[config.mk]
export PLATFORM = sky130hd
export DESIGN_NAME = pattern_test_controller_flat
export DESIGN_NICKNAME = d
export VERILOG_FILES = /design/src/rtl/pattern_test_controller_pkg.sv /design/src/rtl/pattern_test_controller_if.sv /design/src/rtl/pattern_test_controller_lfsr.sv /design/src/rtl/pattern_test_controller.sv /design/src/flat_wrapper.sv
export SDC_FILE = /design/constraint.sdc
export NUM_CORES = 1
export LEC_CHECK = 0
export ABC_AREA = 1
export CORE_MARGIN = 2
export CORE_UTILIZATION = 45
export DETAILED_ROUTE_END_ITERATION = 8
export GPL_TIMING_DRIVEN = 0
export HOLD_SLACK_MARGIN = 0.08
export PLACE_DENSITY = 0.71
export SLEW_MARGIN = 20
export SYNTH_ARGS = -nofsm -noshare
export SYNTH_HDL_FRONTEND = slang
export SYNTH_SLANG_ARGS = --single-unit
export TNS_END_PERCENT = 30
[constraint.sdc]
create_clock -name clk -period 2.2 [get_ports clk]
set_clock_uncertainty 0.15 [all_clocks]
set_input_delay 0.44 -clock clk [delete_from_list [all_inputs] [get_ports clk]]
set_output_delay 0.44 -clock clk [all_outputs]
set_load 0.02 [all_outputs]
[src/rtl/pattern_test_controller_pkg.sv]
// rtl/pattern_test_controller_pkg.sv - shared types and constants for the pattern test controller
package ptc_pkg;

  localparam int SEED_W = 5;

  // Feedback taps of the XNOR LFSR.
  localparam int TAP_HI = 4;
  localparam int TAP_LO = 2;

  // All-ones never leaves an XNOR LFSR, so that seed is swapped for all-zeros.
  localparam logic [SEED_W-1:0] SEED_LOCKUP = 5'b11111;
  localparam logic [SEED_W-1:0] SEED_SUBST  = 5'b00000;

  typedef enum logic [2:0] {
    ST_IDLE  = 3'd0,
    ST_SEED  = 3'd1,
    ST_RUN   = 3'd2,
    ST_DRAIN = 3'd3,
    ST_DONE  = 3'd4
  } ptc_state_e;

  function automatic logic [SEED_W-1:0] lfsr_next(input logic [SEED_W-1:0] s);
    return {s[SEED_W-2:0], ~(s[TAP_LO] ^ s[TAP_HI])};
  endfunction

  function automatic logic [SEED_W-1:0] seed_fix(input logic [SEED_W-1:0] s);
    return (s == SEED_LOCKUP) ? SEED_SUBST : s;
  endfunction

endpackage

[src/rtl/pattern_test_controller_if.sv]
// rtl/pattern_test_controller_if.sv - control and detector-side signal bundle
interface pattern_test_controller_if #(
  parameter int CNT_W = 8
) ();
  import ptc_pkg::*;

  logic              start;
  logic [SEED_W-1:0] seed;
  logic [CNT_W-1:0]  length;
  logic              busy;
  logic              done;
  logic              det_rst;
  logic              det_in;
  logic              det_en;
  logic              det_y;
  logic [CNT_W-1:0]  bit_count;
  logic [CNT_W-1:0]  match_count;

  // Controller side.
  modport slave (
    input  start, seed, length, det_y,
    output busy, done, det_rst, det_in, det_en, bit_count, match_count
  );

  // Test/CSR logic plus the detector.
  modport master (
    output start, seed, length, det_y,
    input  busy, done, det_rst, det_in, det_en, bit_count, match_count
  );

endinterface

[src/rtl/pattern_test_controller_lfsr.sv]
// rtl/pattern_test_controller_lfsr.sv - 5-bit XNOR shifter with synchronous load
module ptc_lfsr
  import ptc_pkg::*;
(
  input  logic              clk,
  input  logic              load,
  input  logic              shift,
  input  logic [SEED_W-1:0] seed,
  output logic              out
);

  logic [SEED_W-1:0] lfsr_q;
  logic [SEED_W-1:0] lfsr_d;

  // Load has priority over shift; otherwise hold.
  always_comb begin
    lfsr_d = lfsr_q;
    if (load) begin
      lfsr_d = seed;
    end else if (shift) begin
      lfsr_d = lfsr_next(lfsr_q);
    end
  end

  // LFSR register.
  always_ff @(posedge clk) begin
    lfsr_q <= lfsr_d;
  end

  assign out = lfsr_q[0];

endmodule

[src/rtl/pattern_test_controller.sv]
// rtl/pattern_test_controller.sv - LFSR self-test burst sequencer for the zero_one detector (option: PTC_STOP_ON_MATCH_EN)
module pattern_test_controller
  import ptc_pkg::*;
#(
  parameter int CNT_W = 8
) (
  input  logic                       clk,
  input  logic                       rst,
  pattern_test_controller_if.slave   bus
);

  ptc_state_e        state_q, state_d;
  logic [SEED_W-1:0] seed_q, seed_d;
  logic [CNT_W-1:0]  len_q, len_d;
  logic [CNT_W-1:0]  bit_cnt_q, bit_cnt_d;
  logic [CNT_W-1:0]  match_cnt_q, match_cnt_d;

  logic              lfsr_load;
  logic              lfsr_shift;
  logic [SEED_W-1:0] lfsr_seed;
  logic              lfsr_bit;
  logic              last_bit;
  logic              count_win;
  logic              hit;

  // Reset forces the LFSR to zero through its load path.
  assign lfsr_load  = ~rst | (state_q == ST_SEED);
  assign lfsr_shift = (state_q == ST_RUN);
  assign lfsr_seed  = ~rst ? '0 : seed_fix(seed_q);

  ptc_lfsr u_lfsr (
    .clk   (clk),
    .load  (lfsr_load),
    .shift (lfsr_shift),
    .seed  (lfsr_seed),
    .out   (lfsr_bit)
  );

  // Y lags its input bit by one cycle, so the first RUN cycle is skipped and DRAIN is included.
  assign count_win = ((state_q == ST_RUN) && (bit_cnt_q != '0)) || (state_q == ST_DRAIN);
  assign hit       = count_win & bus.det_y;
  assign last_bit  = ((bit_cnt_q + CNT_W'(1)) == len_q);

  // Next-state, counter and operand-latch logic.
  always_comb begin
    state_d     = state_q;
    seed_d      = seed_q;
    len_d       = len_q;
    bit_cnt_d   = bit_cnt_q;
    match_cnt_d = match_cnt_q;

`ifdef PTC_STOP_ON_MATCH_EN
    if (hit && (match_cnt_q == '0)) begin
      match_cnt_d = CNT_W'(1);
    end
`else
    if (hit && (match_cnt_q != '1)) begin
      match_cnt_d = match_cnt_q + CNT_W'(1);
    end
`endif

    case (state_q)
      ST_IDLE: begin
        if (bus.start) begin
          seed_d      = bus.seed;
          len_d       = bus.length;
          bit_cnt_d   = '0;
          match_cnt_d = '0;
          state_d     = ST_SEED;
        end
      end
      ST_SEED: begin
        state_d = (len_q == '0) ? ST_DONE : ST_RUN;
      end
      ST_RUN: begin
`ifdef PTC_STOP_ON_MATCH_EN
        if (hit) begin
          state_d = ST_DRAIN;
        end else begin
          bit_cnt_d = bit_cnt_q + CNT_W'(1);
          if (last_bit) begin
            state_d = ST_DRAIN;
          end
        end
`else
        bit_cnt_d = bit_cnt_q + CNT_W'(1);
        if (last_bit) begin
          state_d = ST_DRAIN;
        end
`endif
      end
      ST_DRAIN: begin
        state_d = ST_DONE;
      end
      ST_DONE: begin
        state_d = ST_IDLE;
      end
      default: begin
        state_d = ST_IDLE;
      end
    endcase
  end

  // State and counter registers with synchronous active-low reset.
  always_ff @(posedge clk) begin
    if (!rst) begin
      state_q     <= ST_IDLE;
      seed_q      <= '0;
      len_q       <= '0;
      bit_cnt_q   <= '0;
      match_cnt_q <= '0;
    end else begin
      state_q     <= state_d;
      seed_q      <= seed_d;
      len_q       <= len_d;
      bit_cnt_q   <= bit_cnt_d;
      match_cnt_q <= match_cnt_d;
    end
  end

  assign bus.busy        = (state_q != ST_IDLE);
  assign bus.done        = (state_q == ST_DONE);
  assign bus.det_rst     = ~rst | (state_q == ST_SEED);
  assign bus.det_en      = (state_q == ST_RUN);
  assign bus.det_in      = (state_q == ST_RUN) & lfsr_bit;
  assign bus.bit_count   = bit_cnt_q;
  assign bus.match_count = match_cnt_q;

endmodule

[src/flat_wrapper.sv]
// flat-port wrapper written by rule: the top's interface ports become plain ports
module pattern_test_controller_flat import ptc_pkg::*;
#(
  parameter int CNT_W = 8
)
  (clk, rst, bus_start, bus_seed, bus_length, bus_det_y, bus_busy, bus_done, bus_det_rst, bus_det_in, bus_det_en, bus_bit_count, bus_match_count);
  pattern_test_controller_if #(.CNT_W(CNT_W)) bus_i ();
  input  logic clk;
  input  logic rst;
  input wire logic [$bits(bus_i.start)-1:0] bus_start;
  input wire logic [$bits(bus_i.seed)-1:0] bus_seed;
  input wire logic [$bits(bus_i.length)-1:0] bus_length;
  input wire logic [$bits(bus_i.det_y)-1:0] bus_det_y;
  output wire logic [$bits(bus_i.busy)-1:0] bus_busy;
  output wire logic [$bits(bus_i.done)-1:0] bus_done;
  output wire logic [$bits(bus_i.det_rst)-1:0] bus_det_rst;
  output wire logic [$bits(bus_i.det_in)-1:0] bus_det_in;
  output wire logic [$bits(bus_i.det_en)-1:0] bus_det_en;
  output wire logic [$bits(bus_i.bit_count)-1:0] bus_bit_count;
  output wire logic [$bits(bus_i.match_count)-1:0] bus_match_count;
  assign bus_i.start = bus_start;
  assign bus_i.seed = bus_seed;
  assign bus_i.length = bus_length;
  assign bus_i.det_y = bus_det_y;
  assign bus_busy = bus_i.busy;
  assign bus_done = bus_i.done;
  assign bus_det_rst = bus_i.det_rst;
  assign bus_det_in = bus_i.det_in;
  assign bus_det_en = bus_i.det_en;
  assign bus_bit_count = bus_i.bit_count;
  assign bus_match_count = bus_i.match_count;
  pattern_test_controller #(.CNT_W(CNT_W)) u_core (.clk(clk), .rst(rst), .bus(bus_i));
endmodule
==> run metrics, run 1 <==
worst-skew pair later-pin latency=0.29 ns; htree depth=2; WL per Instance=12.21 um; Core ar.=4086 um^2; Hold EP=u_core.seed_q[4]; Hold Slack=0.3211 ns; Detailed Place HPWL=3357 um; routed vias=1,856; initial antenna violation count=0; CP peak stage delay=0.39 ns; Worst Path Required=1.61 ns; Worst EP arrival=1.51 ns; flops & latches, synth=37; P&R area growth vs syn=27.37%; Routability Congestion=0.8882; Static Leak=0.9540 nW; Buffers on Ports=36; crit path max-delay cell type=dfxtp_2; Seq/Total Area, Yosys=40.80%; I/O pins=38; ys flop type=dfxtp_1; final period utilization=95.33%; final setup fails=0; reg2reg setup slack=0.44 ns; initial core utilization=47.43%; post-synth net total=286; Post-synth ARST share=0%; clock slew at reported path FFs=0.08 ns; # DRC=0; final cell area excluding filler cells=2469 um^2; DRT Wirelength=4431 um; Reg2Reg Capture Point=u_core.state_q[0]; type of the worst setup path=reg2out; Hold WC Path Type=in2reg; total power draw=1.785 mW; Num CTS Buffers=5; final max-slew violation count=0; Synth top area share=33.05%; die extent in y=69.63 um; worst-path fanout max=6; min-delay src=rst; Gate Count Post-Synth=266; Fmax achieved=476.8 MHz; vias per cell=5.113; R2R depth=9; vias in the first global route=1,806; Layout Nets=332; RSZ-0062 raised after global routing=false; RR Startpoint=u_core.bus.bit_count[0]; 1st-iter DRT viols=87; clock period minus final worst setup slack=2.097 ns; Avg Inst Size Synth=7.286 um^2; row cnt=23; Fillers=398; placed cell count=352; layout cells sized above 1=12.46%; Crit path max-delay family=buffers and inverters; crit path cell chain=inv_2, nor3_4, buf_4, clkdlybuf4s15_1; largest net degree at the start of global routing=13; ranking of synthesized cells by area=dfxtp_1 (33%), nand2_1 (9.9%), edfxtp_1 (7.7%); first-pass GRT wire length=7907 um; EDFF count, synth=5; post-synth top area cell=dfxtp_1; crit start category=flip-flop; power density over the cells=723.2 nW/um^2; antenna cells=0; clock sink count=37; endpoints failing hold=0; CTS root buf=clkbuf_8; VDD IR max=0.3692 mV; post-detailed-route count of antenna-violating nets=0; CTS tree=built; Placement Cell Area=2361 um^2; Initial DRT Pass Iterations=4; Fin Setup TNS=0 ns; Ys Warns=0; DIE AREA=4848 um^2; status=completed; CP endpoint kind=output pin; Syn Std Cell Area=1938 um^2; Worst-Margin Slew=0.4421 ns; Synth cell types=36; number of max-cap violations=0; global-route usage over all layers=19.88%; clock tree buffer depth=2; CP Buf/Inv Count=3; Die Wd=69.63 um; Worst slew margin=70.53%; non-filler cells, final=363; Congestion Overflow GR=0; hold path cells=3
-- placed cells by master, fill, tap and decap left out, drive strengths merged, types with 6 or more instances in the layout --
cell type       n
nor3            7
o21ai          21
nand3          25
inv            39
clkbuf         11
nor2           19
nand2          56
nand4           6
dfxtp          32
clkdlybuf4s50  32
a21oi          29
buf             6
-- power breakdown --
part	leakage (nW)	switching [mW]	internal [mW]
clock	0.0445	0.240	0.255
combinational	0.595	0.278	0.179
sequential	0.315	0.0569	0.778
total	0.954	0.574	1.21
-- per-stage QoR --
step	utilization, %	setup WS, ns
3_5_place_dp	57.78	-0.1935
3_3_place_gp	57.78	-0.1791
6_report	60.41	0.1028
4_1_cts	60.56	0.01874
5_1_grt	60.41	0.02901
2_1_floorplan	-	0.3225
-- layer usage --
metal	routed length, um	track usage, %
met3	222	5.233
met1	2052	25.65
met5	0	0
met4	56	6.197
met2	2100	32.59
-- worst reg2reg max path: stages (launching register included) --
cell,delay (ns)
dfxtp_1,0.43
inv_1,0.13
ha_1,0.34
xnor2_1,0.14
nand2_1,0.07
nor2_1,0.10
nand2_1,0.05
nor2_1,0.09
nand3_1,0.10
a21oi_2,0.11
-- timing repair --
action                                  CTS  global route
pin swaps                                 1             0
gates resized for setup                   6             5
endpoints found under the setup margin    4             3
endpoints found under the hold margin     0             0
hold buffers                              0             0
setup buffers                             3             0
gates cloned                              0             0
-- logic make-up after synthesis --
| family | after synthesis | share of synthesized area, % |
|---|---|---|
| AND/OR/NAND/NOR | 119 | 29.83 |
| AO/OA/AOI/OAI | 55 | 14.91 |
| buffers and inverters | 45 | 9.361 |
| flip-flops | 37 | 40.80 |
| XOR/XNOR | 7 | 3.163 |
| adder cells (fa/ha/maj) | 3 | 1.937 |
-- cells in the mapped netlist, types with 4 or more instances --
master,n
inv_1,31
inv_2,7
nand2_1,51
nand3_1,24
dfxtp_1,32
nor3_1,5
xor2_1,4
a21oi_1,28
o21ai_1,4
nand4_1,6
edfxtp_1,5
nor2_1,15
nand2_2,4
o21ai_0,17
-- final cells by class --
cell class              count  area (um^2)  share of cell area [%]
well taps                  50        62.56                   2.534
multi-input cells         184        965.9                   39.13
inverters                  40        152.6                   6.183
repair buffers             39        371.6                   15.05
flip-flops and latches     37        793.3                   32.13
clock inverters             1        7.507                  0.3041
clock buffers               7        86.33                   3.497
plain buffers               5        28.78                   1.166
-- how the worst max path moves through the flow --
stage / from / end / slack (ns) / depth (start not counted)
final: u_core.state_q[1] / bus_det_en / 0.10 / 4
after global routing: u_core.state_q[1] / bus_det_en / 0.03 / 4
after detailed placement: u_core.state_q[1] / bus_det_in / -0.19 / 5
after global placement: u_core.state_q[1] / bus_det_in / -0.18 / 5
after CTS: u_core.state_q[1] / bus_det_in / 0.02 / 5
after floorplan: u_core.state_q[1] / bus_det_in / 0.32 / 4
-- sequential cells by signal, indices dropped and copies added (netlist names) --
signal	count
u_core.u_lfsr.lfsr_q	5
u_core.len_q	8
u_core.seed_q	5
u_core.state_q	3
u_core.bus.match_count	8
u_core.bus.bit_count	8
(Power assumes the default switching activity.)
==> run 2, diff against run 1 <==
Settings changed: CAP_MARGIN set to 20, CTS_CLUSTER_SIZE set to 40.
==> results of run 2 <==
The final DEF is identical to that of run 1; final timing and power are the same.
